`src/rtl/motor_pwm.sv`:
```
// rtl/motor_pwm.sv - speed-level-to-PWM drive for a DC motor with LED bar graph
//
// Ports:
//   clk      system clock, all logic on the rising edge
//   rst      synchronous active-high reset
//   entrada  4-bit asynchronous speed command (0 = stop, 15 = full speed)
//   pwm      registered PWM drive, duty = lvl*17/255
//   LED      registered thermometer bar graph of the applied level
//
// Parameters:
//   PRESCALE clk cycles per PWM counter tick (>= 1)
//   RAMP_EN  1 = applied level moves at most one step per PWM period

module motor_pwm #(
    parameter int PRESCALE = 1,
    parameter bit RAMP_EN  = 1'b0
) (
    input  logic       clk,
    input  logic       rst,
    input  logic [3:0] entrada,
    output logic       pwm,
    output logic [7:0] LED
);

    localparam int            PW       = (PRESCALE > 1) ? $clog2(PRESCALE) : 1;
    localparam logic [PW-1:0] PRE_LAST = PW'(PRESCALE - 1);
    localparam logic [7:0]    CNT_LAST = 8'd254;

    logic [3:0]    sync1;
    logic [3:0]    cmd;
    logic [PW-1:0] pre_cnt;
    logic          tick;
    logic [7:0]    cnt;
    logic          boundary;
    logic [3:0]    lvl;
    logic [3:0]    lvl_next;
    logic [7:0]    duty;
    logic [4:0]    lvl_inc;
    logic [3:0]    n_on;
    logic [7:0]    bar;

    // Two-flop synchronizer; the switches are asynchronous to clk.
    always_ff @(posedge clk) begin
        if (rst) begin
            sync1 <= 4'd0;
            cmd   <= 4'd0;
        end else begin
            sync1 <= entrada;
            cmd   <= sync1;
        end
    end

    // With PRESCALE=1 PRE_LAST is 0, so pre_cnt sits at 0 and tick is always high.
    assign tick = (pre_cnt == PRE_LAST);

    always_ff @(posedge clk) begin
        if (rst || tick) begin
            pre_cnt <= '0;
        end else begin
            pre_cnt <= pre_cnt + 1'b1;
        end
    end

    // 255-tick period: 0..254. Stopping short of 255 lets duty=255 mean 100 %.
    always_ff @(posedge clk) begin
        if (rst) begin
            cnt <= 8'd0;
        end else if (tick) begin
            cnt <= (cnt == CNT_LAST) ? 8'd0 : cnt + 8'd1;
        end
    end

    assign boundary = tick && (cnt == CNT_LAST);

    // Level only changes on the last tick of a period, so a running period
    // always completes with the level it started with.
    always_comb begin
        lvl_next = lvl;
        if (boundary) begin
            if (!RAMP_EN) begin
                lvl_next = cmd;
            end else if (cmd > lvl) begin
                lvl_next = lvl + 4'd1;
            end else if (cmd < lvl) begin
                lvl_next = lvl - 4'd1;
            end
        end
    end

    always_ff @(posedge clk) begin
        if (rst) begin
            lvl <= 4'd0;
        end else begin
            lvl <= lvl_next;
        end
    end

    // lvl*17 = (lvl<<4) + lvl; 15*17 = 255 fits exactly in 8 bits.
    assign duty = {lvl, 4'b0000} + {4'b0000, lvl};

    // Bar length is the level rounded up to half-steps: (lvl+1)>>1, 0..8 LEDs.
    assign lvl_inc = {1'b0, lvl} + 5'd1;
    assign n_on    = lvl_inc[4:1];

    always_comb begin
        bar = 8'h00;
        for (int i = 0; i < 8; i++) begin
            bar[i] = (4'(i) < n_on);
        end
    end

    always_ff @(posedge clk) begin
        if (rst) begin
            pwm <= 1'b0;
            LED <= 8'h00;
        end else begin
            pwm <= (cnt < duty);
            LED <= bar;
        end
    end

endmodule

```
`config.mk`:
```
export PLATFORM = sky130hd
export DESIGN_NAME = motor_pwm
export DESIGN_NICKNAME = d
export VERILOG_FILES = /design/src/rtl/motor_pwm.sv
export SDC_FILE = /design/constraint.sdc
export NUM_CORES = 1
export LEC_CHECK = 0
export ABC_CLOCK_PERIOD_IN_PS = 1640
export CORE_AREA = 2 2 55 57
export CTS_CLUSTER_SIZE = 20
export DETAILED_ROUTE_END_ITERATION = 6
export DIE_AREA = 0 0 57 59
export GPL_ROUTABILITY_DRIVEN = 0
export PLACE_DENSITY_LB_ADDON = 0.08
export SLEW_MARGIN = 15
export SYNTH_ARGS = -nofsm -noshare
export SYNTH_HDL_FRONTEND = slang
export SYNTH_SLANG_ARGS = --single-unit
```
`constraint.sdc`:
```
create_clock -name clk -period 1.64 [get_ports clk]
set_input_delay 0.164 -clock clk [delete_from_list [all_inputs] [get_ports clk]]
set_output_delay 0.164 -clock clk [all_outputs]
set_load 0.03 [all_outputs]
```
==> results.md, run 1 <==
- Latest clock arrival within the worst-skew pair: 0.33 ns
- CORE AREA: 2710 um2
- Top_reg_cell synth: dfxtp_1
- Final hold vios: 0
- Layout area overhead: 23.72%
- Placed cell area: 1514 um2
- Largest net degree at the start of global routing: 14
- Diodes inserted: 0
- TritonCTS Buffers: 5
- Initial DRC Count: 23
- # DRC: 0
- Number of vias per cell: 5.402
- Asr flop ratio synth: 0
- Clock buffer depth: 2
- Starting Density: 0.4866
- Hold Crit Class: in2reg
- Rows: 19
- Number of synthesized register bits: 30
- Routed WL per cell: 12.44 um
- Final instance area: 1632 um2
- Clk_skew: 0.01056 ns
- Most frequent cell after synthesis: dfxtp_1
- Die footprint: 3363 um2
- Mapped cell area: 1319 um2
- Syn Nets: 151
- Remaining Overflow, GRT: 0
- Yosys warns: 0
- Share of layout cells above drive strength 1: 0.1392
- Via Count: 1021
- First-pass GRT wire length: 4209 um
- Crit-path max FO: 4
- Syn Area/Cell: 9.769 um2
- Max-Cap Viols: 0
- Number of global-route vias before repair: 973
- CP Class: reg2reg
- I/O pin count: 15
- I/O Buffers: 14
- Routed WL: 2352 um
- Tmin final: 1.544 ns
- Static Leak: 0.0006423 uW
- Die width: 57 um
- H-tree lvl count: 2
- CP arrival: 1.77 ns
- Fmax: 0.6477 GHz
- Mapped Cells: 135
- Clock Root Buffer: clkbuf_4
- Post-detail-place hpwl: 1759 um
- Synth top area cells: dfxtp_1 46%, ha_1 9.5%, nor2b_1 4.7%
- Pre-Repair DR Iteration Count: 4
- CP Capture Type: register
- Yosys cell types: 39
- Hold slack: 0.3753 ns
- Crit share post-route: 0.9415
- CTS tree: done
- Vert. Die Dim: 59 um
- Total Routing Usage GR: 0.1657
- Initial antenna violation count: 0
- Startpoint types: register
- Seq/Total Area, Yosys: 0.4554
- Most instantiated cells after synthesis: 30 x dfxtp_1, 12 x a21oi_1, 10 x ha_1, 10 x nor2_1, 10 x nor2b_1
- Worst VDD drop: 0.0009811 V
- Pwr dens: 983.4 nW/um2
- Finish-stage setup viols: 0
- Final Total Pwr: 1604 uW
- CTS clk-pin slew, worst paths: 0.10 ns
- Postcts setup bufs: 0
- Status: finished clean
- Synth top area share: 0.4554
- CP required: 1.87 ns
- Post-synth EDFFs: 0
- ANT nets after route: 0
- Setup TNS: 0 ns
- RSZ-0062 raised after global routing: no
- Nets@finish: 173
- Synth area leader: dfxtp_1
- Num Clock Sinks: 30
- Fin. max-slew vios: 0
[cell families (layout without fill, tap and decap cells)]
kind of cell / Yosys count / after routing / share of synthesized area
simple gates: 43 / 43 / 0.2040
compound gates: 31 / 31 / 0.1518
flops: 30 / 30 / 0.4554
buf+inv: 14 / 37 / 0.05029
fa+ha+maj: 10 / 10 / 0.09488
xor+xnor: 5 / 5 / 0.03321
other cells: 1 / 1 / 0.002844
mux: 1 / 1 / 0.007590
[metrics by stage]
| stage | std cells | utilization | setup WS [ns] |
|---|---|---|---|
| CTS | 189 | 0.5997 | 0.04968 |
| detailed placement | 181 | 0.5586 | 0.1019 |
| global route | 189 | 0.6020 | 0.009577 |
| finish | 189 | 0.6020 | 0.09601 |
| global placement | 181 | 0.5586 | 0.1765 |
| floorplan | 135 | - | 0.09532 |
[final cells by class]
type,instances,area (um2)
Clock inverter,2,60.06
Multi-Input combinational cell,91,658.1
Fill cell,245,1079
Sequential cell,30,600.6
Clock buffer,6,51.30
Timing Repair Buffer,21,192.7
Tap cell,31,38.79
Inverter,8,30.03
[path summary, 6_finish.rpt]
path | start | endpoint | slack [ns] | cells after the start
setup / recovery | lvl[3] | pwm | 0.1 | 5
hold / removal | entrada[2] | sync1[2] | 0.38 | 2
setup reg to reg | lvl[3] | pwm | 0.1 | 5
hold reg to reg | sync1[0] | cmd[0] | 0.45 | 1
[cell usage in the layout (no fill, tap or decap), types with 2 or more instances in the layout]
cell	n
bufinv_16	2
o21ai_0	8
nor2_1	10
inv_1	8
nand3_1	4
clkbuf_4	5
a211oi_1	2
buf_4	7
clkdlybuf4s50_1	14
a2111oi_2	2
xor2_1	3
a21oi_1	12
nor3_1	2
nor2b_1	10
ha_1	10
xnor2_1	2
dfxtp_1	30
nand2_1	4
nand4b_1	3
[flip-flops by register name (all words and copies together), names as in the netlist]
| signal | flops |
|---|---|
| LED | 8 |
| lvl | 4 |
| pwm | 1 |
| sync1 | 4 |
| pre_cnt | 1 |
| cmd | 4 |
| cnt | 8 |
[timing repair]
item,4_1_cts,5_1_grt
hold buffers,0,0
resized for setup,0,2
endpoints found under the setup margin,0,1
endpoints found under the hold margin,0,0
[worst max-delay path, cell delays in order, from the launching register on]
cell and delay [ns]:
dfxtp_1 0.35, inv_1 0.08, ha_1 0.29, a211oi_1 0.22, o21ai_0 0.14, a2111oi_2 0.36
[power by group]
group / switching (uW) / internal (uW) / leakage, uW
Combinational: 29.3 / 36.0 / 0.000340
Sequential: 13.0 / 745 / 0.000244
Clock: 265 / 516 / 0.0000585
[layer usage]
metal  part of all wire  vias to the layer above  GRT usage
met5                  0                        -          0
met1               0.43                      466     0.1973
met3              0.052                        7    0.05240
met4              0.022                        0    0.09635
met2               0.50                       26     0.2644
li1                   -                      522          -
(Power assumes the default switching activity.)
==> run 2, diff against run 1 <==
Settings changed: CTS_CLUSTER_DIAMETER from default to 150.
==> results of run 2 <==
The final DEF is identical to that of run 1; final timing and power are the same.
